$ cat src/rtl/alu_op_sequencer.sv
// alu_op_sequencer: decodes one MIPS instruction, drives the ALU, waits ALU_LAT cycles, returns the result.
// Optional macro ALU_SEQ_ORI_EN adds the ori opcode (zero-extended immediate, gin 001).
module alu_op_sequencer #(
    parameter int DATA_W  = 32,
    parameter int ALU_LAT = 1
) (
    input  logic              clk,
    input  logic              rst_n,
    input  logic              instr_valid,
    output logic              instr_ready,
    input  logic [31:0]       instr,
    input  logic [DATA_W-1:0] rs_data,
    input  logic [DATA_W-1:0] rt_data,
    output logic [DATA_W-1:0] alu_a,
    output logic [DATA_W-1:0] alu_b,
    output logic [2:0]        alu_gin,
    output logic [4:0]        alu_shamt,
    input  logic [DATA_W-1:0] alu_sum,
    input  logic              alu_zout,
    output logic              res_valid,
    input  logic              res_ready,
    output logic [DATA_W-1:0] res_data,
    output logic              res_zero,
    output logic              branch_taken,
    output logic              illegal
);

    typedef enum logic [1:0] {
        IDLE,
        EXEC,
        DONE
    } state_t;

    localparam logic [5:0] OP_R    = 6'b000000;
    localparam logic [5:0] OP_ADDI = 6'b001000;
    localparam logic [5:0] OP_LW   = 6'b100011;
    localparam logic [5:0] OP_SW   = 6'b101011;
    localparam logic [5:0] OP_BEQ  = 6'b000100;
`ifdef ALU_SEQ_ORI_EN
    localparam logic [5:0] OP_ORI  = 6'b001101;
`endif
    localparam logic [5:0] F_ADD = 6'b100000;
    localparam logic [5:0] F_SUB = 6'b100010;
    localparam logic [5:0] F_AND = 6'b100100;
    localparam logic [5:0] F_OR  = 6'b100101;
    localparam logic [5:0] F_SLT = 6'b101010;
    localparam logic [5:0] F_SRL = 6'b000010;

    localparam logic [3:0] LAT = 4'(ALU_LAT);

    state_t            state;
    logic [3:0]        cnt;
    logic              is_beq;

    logic [5:0]        opc;
    logic [5:0]        funct;
    logic [15:0]       imm;
    logic [DATA_W-1:0] sext;
`ifdef ALU_SEQ_ORI_EN
    logic [DATA_W-1:0] zext;
`endif

    logic              d_ok;
    logic [2:0]        d_gin;
    logic [DATA_W-1:0] d_b;
    logic [4:0]        d_shamt;
    logic              d_beq;

    // Register-number fields are resolved upstream; only opcode/funct/imm matter here.
    logic              unused_fields;
    assign unused_fields = ^instr[25:16];

    assign opc   = instr[31:26];
    assign funct = instr[5:0];
    assign imm   = instr[15:0];
    assign sext  = {{(DATA_W-16){imm[15]}}, imm};
`ifdef ALU_SEQ_ORI_EN
    assign zext  = {{(DATA_W-16){1'b0}}, imm};
`endif

    assign instr_ready = (state == IDLE);

    // Decode opcode/funct into ALU control, operand b, shift amount and legality.
    always_comb begin
        d_ok    = 1'b0;
        d_gin   = 3'b000;
        d_b     = rt_data;
        d_shamt = 5'd0;
        d_beq   = 1'b0;
        unique case (1'b1)
            (opc == OP_R): begin
                d_ok = 1'b1;
                unique case (1'b1)
                    (funct == F_ADD): d_gin = 3'b010;
                    (funct == F_SUB): d_gin = 3'b110;
                    (funct == F_AND): d_gin = 3'b000;
                    (funct == F_OR):  d_gin = 3'b001;
                    (funct == F_SLT): d_gin = 3'b111;
                    (funct == F_SRL): begin
                        d_gin   = 3'b011;
                        d_shamt = instr[10:6];
                    end
                    default: d_ok = 1'b0;
                endcase
            end
            (opc == OP_ADDI),
            (opc == OP_LW),
            (opc == OP_SW): begin
                d_ok  = 1'b1;
                d_gin = 3'b010;
                d_b   = sext;
            end
            (opc == OP_BEQ): begin
                d_ok  = 1'b1;
                d_gin = 3'b110;
                d_beq = 1'b1;
            end
`ifdef ALU_SEQ_ORI_EN
            (opc == OP_ORI): begin
                d_ok  = 1'b1;
                d_gin = 3'b001;
                d_b   = zext;
            end
`endif
            default: d_ok = 1'b0;
        endcase
    end

    // Sequencer FSM: accept, wait for the ALU to settle, hold the result until taken.
    always_ff @(posedge clk or negedge rst_n) begin
        if (!rst_n) begin
            state        <= IDLE;
            cnt          <= 4'd0;
            is_beq       <= 1'b0;
            alu_a        <= '0;
            alu_b        <= '0;
            alu_gin      <= 3'b000;
            alu_shamt    <= 5'd0;
            res_valid    <= 1'b0;
            res_data     <= '0;
            res_zero     <= 1'b0;
            branch_taken <= 1'b0;
            illegal      <= 1'b0;
        end else begin
            unique case (state)
                IDLE: begin
                    if (instr_valid) begin
                        if (d_ok) begin
                            alu_a     <= rs_data;
                            alu_b     <= d_b;
                            alu_gin   <= d_gin;
                            alu_shamt <= d_shamt;
                            is_beq    <= d_beq;
                            cnt       <= 4'd1;
                            state     <= EXEC;
                        end else begin
                            res_data     <= '0;
                            res_zero     <= 1'b0;
                            branch_taken <= 1'b0;
                            illegal      <= 1'b1;
                            res_valid    <= 1'b1;
                            state        <= DONE;
                        end
                    end
                end
                EXEC: begin
                    if (cnt == LAT) begin
                        res_data     <= alu_sum;
                        res_zero     <= alu_zout;
                        branch_taken <= is_beq & alu_zout;
                        res_valid    <= 1'b1;
                        cnt          <= 4'd0;
                        state        <= DONE;
                    end else begin
                        cnt <= cnt + 4'd1;
                    end
                end
                DONE: begin
                    if (res_ready) begin
                        res_valid    <= 1'b0;
                        branch_taken <= 1'b0;
                        illegal      <= 1'b0;
                        state        <= IDLE;
                    end
                end
                default: state <= IDLE;
            endcase
        end
    end

endmodule
$ cat config.mk
export PLATFORM = sky130hd
export DESIGN_NAME = alu_op_sequencer
export DESIGN_NICKNAME = d
export VERILOG_FILES = /design/src/rtl/alu_op_sequencer.sv
export SDC_FILE = /design/constraint.sdc
export NUM_CORES = 1
export LEC_CHECK = 0
export CORE_MARGIN = 10
export CORE_UTILIZATION = 35
export DETAILED_ROUTE_END_ITERATION = 10
export PLACE_DENSITY = 0.72
export REMOVE_ABC_BUFFERS = 1
export SYNTH_ARGS = -nofsm -noshare
export SYNTH_HDL_FRONTEND = slang
export SYNTH_SLANG_ARGS = --single-unit
export TNS_END_PERCENT = 10
$ cat constraint.sdc
create_clock -name clk -period 5.2 [get_ports clk]
set_clock_uncertainty 0.05 [all_clocks]
set_input_delay 1.56 -clock clk [delete_from_list [all_inputs] [get_ports clk]]
set_output_delay 1.56 -clock clk [all_outputs]
set_load 0.05 [all_outputs]
-- Word-level counts from Yosys, hierarchy flattened
Cells that the tools add are included.
- register bits: 115
- output and inout bits: 109
- bits of input ports: 133
- logic and storage cells: 79
- mux-type cells: 33
- $add $sub $neg: 1
- reduce and logical (&&, ||, !) cells: 14
- bitwise logic cells: 1
- equal/unequal tests: 18
- operators with widths (cell ; count):
    two-way mux 32 bit ; 4
    one-hot mux 32 bit (2 select lines) ; 1
    equality test 6 bit (second input constant) ; 7
    one-hot mux 3 bit (5 select lines) ; 1
    two-way mux 4 bit ; 3
    two-way mux 1 bit ; 10
    two-way mux 5 bit ; 2
    one-hot mux 3 bit (3 select lines) ; 1
    AND reduction 3 bit ; 3
    two-way mux 2 bit ; 4
    inequality test 2 bit (second input constant) ; 4
    one-hot mux 4 bit (2 select lines) ; 1
    AND reduction 4 bit ; 2
    equality test 6 x 2 -> 1 bit (second input constant) ; 1
    equality test 6 x 3 -> 1 bit (second input constant) ; 1
    equality test 6 x 4 -> 1 bit (second input constant) ; 1
    zero test 6 bit ; 1
    one-hot mux 1 bit (2 select lines) ; 3
    one-hot mux 1 bit (3 select lines) ; 2
    one-hot mux 2 bit (3 select lines) ; 1
    OR reduction 6 bit ; 1
    AND reduction 5 bit ; 1
    adder 4 x 1 -> 4 bit (second input constant) ; 1
    equality test 4 x 1 -> 1 bit (second input constant) ; 1
    9 further kinds ; 10

-- Logic depth before layout (Yosys ltp)
Gate-level depths: netlist of run 1.
- depth in word-level cells: 7
- mapped depth: 8
- mapped depth without buffers: 7

-- Least setup slack after synthesis of run 1
OpenSTA, ideal clock, no wires.
- kind: input-to-reg
- start point: in instr[27]
- end point: reg alu_a[0]
- arrival time: 3.271 ns
- data required time: 5.025 ns
- stages on the path: 7
- buffers on the path: 2
- path slack: 1.754 ns
- setup time: 0.125 ns
- cell sequence: or4_1 > o32a_1 > o32ai_4 > nand2_2 > buf_6 > buf_6 > mux2_4
- word-level cells in the longest chain between the ends: 4
- elaborated cells between the ends (all ways): 8
- those cells by class: 4 x eq/ne; 1 x mux; 3 x reduce/logical
- RTL lines (item ; RTL line ; RTL):
    start: declaration ; 11 ; input logic [31:0] instr,
    equality test 6 x 4 -> 1 bit (tied with other cells) ; 106 ; (opc == OP_ADDI),
    OR reduction 4 bit (no source line) ; n/a ;
    one-hot mux 1 bit (2 select lines) (*) ; 90 ; unique case (1'b1)
    AND reduction 3 bit (no source line) (*) ; n/a ;
    end signal: assignment ; 149 ; alu_a <= rs_data;
    end: declaration ; 14 ; output logic [DATA_W-1:0] alu_a,
Mark *: on every way between the ends. The rest lies on a longest branch, timed or not.
A chain may end at the register's enable or synchronous reset.

-- Final worst setup path of run 1
- start point: in instr[27]
- end point: reg alu_a[27]
Same word-level chain as after synthesis.

==> results of run 1 <==
[power breakdown]
group / internal (mW) / total (mW) / switching, mW
Clock: 0.813 / 1.21 / 0.398
Sequential: 1.10 / 1.22 / 0.118
Combinational: 0.637 / 1.64 / 1.00
[layer usage]
| metal | routed length, um | track usage, % |
|---|---|---|
| met2 | 8420 | 26.7 |
| met1 | 6080 | 16.7 |
| met5 | 0 | 0 |
| met3 | 1320 | 6.01 |
| met4 | 230 | 6.02 |
[per-stage QoR]
stage	hold WS [ps]	instance area [sq um]	setup TNS, ps	std cells	total power [mW]
after floorplan	424	5200	-35580	409	2.25
after global placement	410	7830	0	835	2.85
after detailed placement	416	7830	0	835	2.88
after CTS	439	8450	0	867	4.12
after global routing	449	8450	0	867	4.23
final	429	8450	0	867	4.07
[placed cells by master (no fill, tap or decap), types with 4 or more instances in the layout]
master           netlist  routed
mux2i_1               50      50
clkbuf_16              0      17
inv_1                 56      56
a21oi_1               20      20
clkdlybuf4s50_1        0     230
a21o_1                 6       6
mux2_4                37      37
nand2_1               37      37
clkbuf_8               0       5
clkinv_2               0       4
buf_4                  3       7
dfrtp_1              115     115
and4_1                 5       5
nor2_1                 5       4
nand3_1                4       4
mux2_1                 4       4
mux2_2                26      26
[cell families after synthesis]
family	count (synthesis)
buffers and inverters	77
and+or+nand+nor	73
xor gates and xnor gates	2
AOI/OAI and AO/OA	44
DFF	115
adders and majority gates	2
muxes	117
[cell type report]
cell class | instances | area (sq um) | area share (%)
clock buffers | 23 | 498 | 5.89
clock inverters | 9 | 125 | 1.48
inverters | 56 | 210 | 2.49
multi-input cells | 238 | 2130 | 25.2
flip-flops and latches | 115 | 2880 | 34.1
well taps | 188 | 235 | 2.78
repair buffers | 238 | 2370 | 28.1
[sequential cells by signal (all words and copies together) (netlist names), 2 cells and up]
register,cells
cnt,4
state,2
alu_shamt,5
alu_a,32
alu_b,32
alu_gin,3
res_data,32
[worst min-delay path by stage]
stage                      start            to  cells past startpoint
floorplan                 is_beq        is_beq                      1
global placement    alu_shamt[1]  alu_shamt[1]                      1
detailed placement  alu_shamt[4]  alu_shamt[4]                      1
CTS                 alu_shamt[0]  alu_shamt[0]                      1
global route        alu_shamt[0]  alu_shamt[0]                      1
finish              alu_shamt[4]  alu_shamt[4]                      1
==> reports/metrics.cfg, run 1 <==
[status]
status=finished, final reports clean

[clock_tree]
cts_setup_buffers=0
cts_resized=0
cts_tree=built
cts_made_buffers=17
postCtsHoldBufs=0
cts-root-buf=clkbuf_16
clk_latency_ps=410
cts_max_level=4
clk_pin_slew_ps=50
cts.sinks=115
cts_buffer_depth=2

[setup_path]
critPathLaunch=instr[27]
slowest_delay_ps=540
path_class=in -> reg
slowest_stage=or4_1
reg2reg_from=state[1]
critical_path.endpoint=alu_a[27]
rrSetupSlack_ps=2970
crit_cells=7
worstPathCellList=clkdlybuf4s50_1 > or4_1 > o32a_1 > o32ai_4 > nand2_4 > buf_12 > mux2_1
cp.arrival_ps=4150
cp.buffers_inverters=2
r2r_end=alu_a[27]
setup.worst_path.end_class=flip-flop
critPathTopFamily=buffers and inverters
critPathMaxFanout=70
crit_required_ps=5440
critPathLaunchType=input pin
rr_worst_depth=6

[yosys]
synth_ff_type=dfrtp_1
ys_seq_area_share_pct=53.9
synthAdderAreaFrac_pct=0.469
async_flop_share_pct=100
netlist_instances=430
synthesis.area_sq_um=5340
synth_top_family_by_area=multiplexers
synthSimpleGateAreaFrac_pct=6.98
synth_cell_types=46
ys_seq_elements=115
synth_edf_count=0
synth_xor_xnor_area_share_pct=0.328
synth_most_common_cell=dfrtp_1
synth-compound-area-share_pct=5.74
syn_area_per_cell_sq_um=12.4
yosysWarnings=0
synth_common_cells=dfrtp_1, inv_1, mux2i_1
synth_top_area_cell=dfrtp_1
synth_area_leaders=dfrtp_1, mux2_4, mux2i_1, mux2_2, inv_1
synth.top_cell.area_share_pct=53.9
synth_mux_area_share_pct=26.1

[routing]
drc_errors=0
vias_per_cell=4.72
route.vias.total=4089
wl_um=16100
wire_per_inst_um=18.5
drtIter0Drc=198
firstDrtPassIters=4
drtAntennaViolNets=0

[global_route]
grt_start_max_net_pins=71
grt_pass1_vias=4404
grt_overflow=0
antenna_found_initial=0
grt_pass1_wl_um=24700
grt_usage_pct=15.5

[pwr]
p_leak_nw=3.91
peakVddDrop_uv=225
power_density_nw_per_um2=481

[timing]
finalWorstSetupSlack_ps=1290
fin_crit_sh_pct=75.2
fmax_ghz=0.256
finalMaxSlewViolations=0
max_slew_margin_pct=44.6
rsz0062_at_grt=false
timing_hold_violations_final=0
finalCriticalPeriod_ps=3910
setup_viol=0
tightest_slew_ps=823

[die]
core_sq_um=15100
initial_utilization_pct=35.4
die_w_um=144
die-area_sq_um=20600
ioPinCount=242
rows=45
die_h_um=144

[flow_run]
cap_viol_max_count=0

[place]
dp_worst_setup_slack_ps=849
gp_congestion=0.810
portBuffers=231
dp_hpwl_um=12100

[final_layout]
post-route-util_pct=56.0
area_delta_synth_final_pct=58.3
nNetsFinal=801
diodes=0
fillers=1236
drive_above_1_share_pct=15.9

[hold_path]
min-delay-path-class=reg -> reg

Power figures use the tool's default switching activity.
==> run 2, diff against run 1 <==
==> constraint.sdc (replaced) <==
create_clock -name clk -period 3.8 [get_ports clk]
set_clock_uncertainty 0.05 [all_clocks]
set_input_delay 1.14 -clock clk [delete_from_list [all_inputs] [get_ports clk]]
set_output_delay 1.14 -clock clk [all_outputs]
set_load 0.05 [all_outputs]
==> run 2 against run 1 <==
Against the previous run:
- final cell count grew 0.35%
- largest power group unchanged
- global-route usage is 0.16 points higher
- utilization up 0.80 points
- register-to-register slack worse by 1300 ps
- routed wire length is 1.2% higher
- largest cell class unchanged
- design area increased by 1.4%
- flip-flop and latch count unchanged
- die area unchanged
==> reports/metrics.cfg, run 2 (synthesized netlist as in run 1, its figures left out) <==
[final_layout]
reg_top3=alu_a (32), alu_b (32), res_data (32)
drive_above_1_share_pct=16.3  ; +0.37 points
final_area_sq_um=8570  ; +1.4%
area_delta_synth_final_pct=60.5
diodes=0  ; unchanged
mostFrequentLayoutCells=clkdlybuf4s50_1, dfrtp_1, inv_1
final_common_cell=clkdlybuf4s50_1
nNetsFinal=804  ; +0.37%

[die]
die-area_sq_um=20600  ; unchanged
rows=45  ; unchanged
initial_utilization_pct=35.4  ; unchanged
die_h_um=144  ; unchanged
die_w_um=144  ; unchanged
ioPinCount=242  ; unchanged
core_sq_um=15100  ; unchanged

[global_route]
antenna_found_initial=0  ; unchanged
grt_overflow=0  ; unchanged
grt_pass1_wl_um=24900  ; +1.1%
grt_start_max_net_pins=63  ; -11%
grt_usage_pct=15.6  ; +0.16 points
grt_pass1_vias=4506  ; +2.3%

[routing]
wl_um=16200  ; +1.2%
vias_per_cell=4.79  ; +1.6%
wire_per_inst_um=18.7  ; +0.89%
route.vias.total=4167  ; +1.9%
drc_errors=0  ; unchanged
firstDrtPassIters=6  ; +2
drtIter0Drc=132  ; -33%
drtAntennaViolNets=0  ; unchanged

[pwr]
seq_power_share_pct=29.4  ; -0.5 points
combPwrFrac_pct=39.7  ; -0.6 points
peakVddDrop_uv=362  ; +61%
p_switching_mw=2.10  ; +39%
power_density_nw_per_um2=663  ; +38%
p_int_mw=3.58  ; +41%
p_sw_share_pct=37.0  ; -0.32 points
p_leak_nw=3.97  ; +1.3%
power_frac_clock_pct=31.0  ; +1.2 points

[setup_path]
path_class=in -> reg
crit_required_ps=4040  ; -1400 ps
setup.worst_path.end_class=flip-flop
slowest_delay_ps=550  ; about the same
rr_worst_depth=7  ; +1
critPathMaxFanout=47  ; -33%
worstPathCellList=clkdlybuf4s50_1 > or4_1 > o32a_1 > o32ai_4 > nand2_4 > buf_12 > mux2_1
critPathLaunchType=input pin
rrSetupSlack_ps=1660  ; -1310 ps
slowest_stage=or4_1
cp.arrival_ps=3500  ; -650 ps

[place]
portBuffers=231  ; unchanged
dp_hpwl_um=12300  ; +2.1%
gp_congestion=0.803  ; -0.82%
place_area_sq_um=7910  ; +1.1%

[clock_tree]
cts_max_level=4  ; unchanged
cts_made_buffers=17  ; unchanged
cts-root-buf=clkbuf_16
postCtsHoldBufs=0  ; unchanged
cts_resized=0  ; unchanged
cts_tree=built
cts.sinks=115  ; unchanged
clk_pin_slew_ps=50  ; about the same
cts_setup_buffers=0  ; unchanged
clk_latency_ps=410  ; about the same
cts_buffer_depth=2  ; unchanged

[timing]
finalCriticalPeriod_ps=3270
finalMaxSlewViolations=0  ; unchanged
fin_crit_sh_pct=85.9
fmax_ghz=0.306
timing_hold_violations_final=0  ; unchanged
rsz0062_at_grt=false
worst_hold_slack_ps=431  ; +1.99 ps
tightest_slew_ps=833  ; +9.73 ps
setup_viol=0  ; unchanged
max_slew_margin_pct=44.5  ; -0.14 points

[hold_path]
worst_hold_path.num_cells=1  ; unchanged
min-delay-path-class=reg -> reg

[flow_run]
cap_viol_max_count=0  ; unchanged

[status]
status=finished, final reports clean

## run 2: cell types whose count changed in the layout (fill, tap and decap cells not counted)
cell | before | now
clkinv_2 | 4 | 2
inv_6 | 0 | 1
clkbuf_8 | 5 | 2
buf_12 | 1 | 6
buf_4 | 7 | 5
bufinv_16 | 3 | 5
clkinv_4 | 0 | 2
## run 2: power groups by stage
stage	clock [mW]	sequential, mW	combinational [mW]
2_1_floorplan	0	2.63	0.446
3_3_place_gp	0	1.66	2.25
3_5_place_dp	0	1.69	2.27
4_1_cts	1.80	1.67	2.28
5_1_grt	1.86	1.71	2.34
6_report	1.76	1.67	2.25
## run 2: path summary, 6_finish.rpt
check / startpoint / to
worst min register to register: alu_shamt[2] / alu_shamt[2]
worst min-delay path: alu_shamt[2] / alu_shamt[2]
worst max register to register: cnt[1] / res_data[7]
min in group asynchronous: rst_n / alu_b[4]
max in group asynchronous: rst_n / alu_a[7]
worst max-delay path: instr[27] / alu_a[30]
## run 2: area by class of cell
cell class,instances,area (sq um)
inverters,56,210
multi-input cells,238,2130
repair buffers,241,2460
fillers,1246,6520
well taps,188,235
clock inverters,12,201
flip-flops and latches,115,2880
clock buffers,20,457
## run 2: per-layer routing
| layer | GRT usage, % | vias to the layer above | share of wire (%) |
|---|---|---|---|
| met5 | 0 | - | 0 |
| met4 | 5.64 | 0 | 1.6 |
| li1 | - | 1943 | - |
| met3 | 5.94 | 23 | 8.0 |
| met1 | 16.6 | 2059 | 38 |
| met2 | 27.5 | 142 | 53 |
## run 2: metrics by stage
stage	worst slack, ps	power [mW]	setup TNS [ps]	util (%)	std cells
floorplan	-2000	3.08	-78630	-	409
global placement	213	3.91	0	52.4	838
detailed placement	144	3.96	0	52.4	838
CTS	568	5.76	0	56.8	870
global route	417	5.90	0	56.8	870
finish	534	5.68	0	56.8	870
## run 2: critical path: cells and delay by family
kind	cells	cell delay [ps]
compound gates	2	610
buf+inv	2	690
simple gates	2	660
mux	1	360
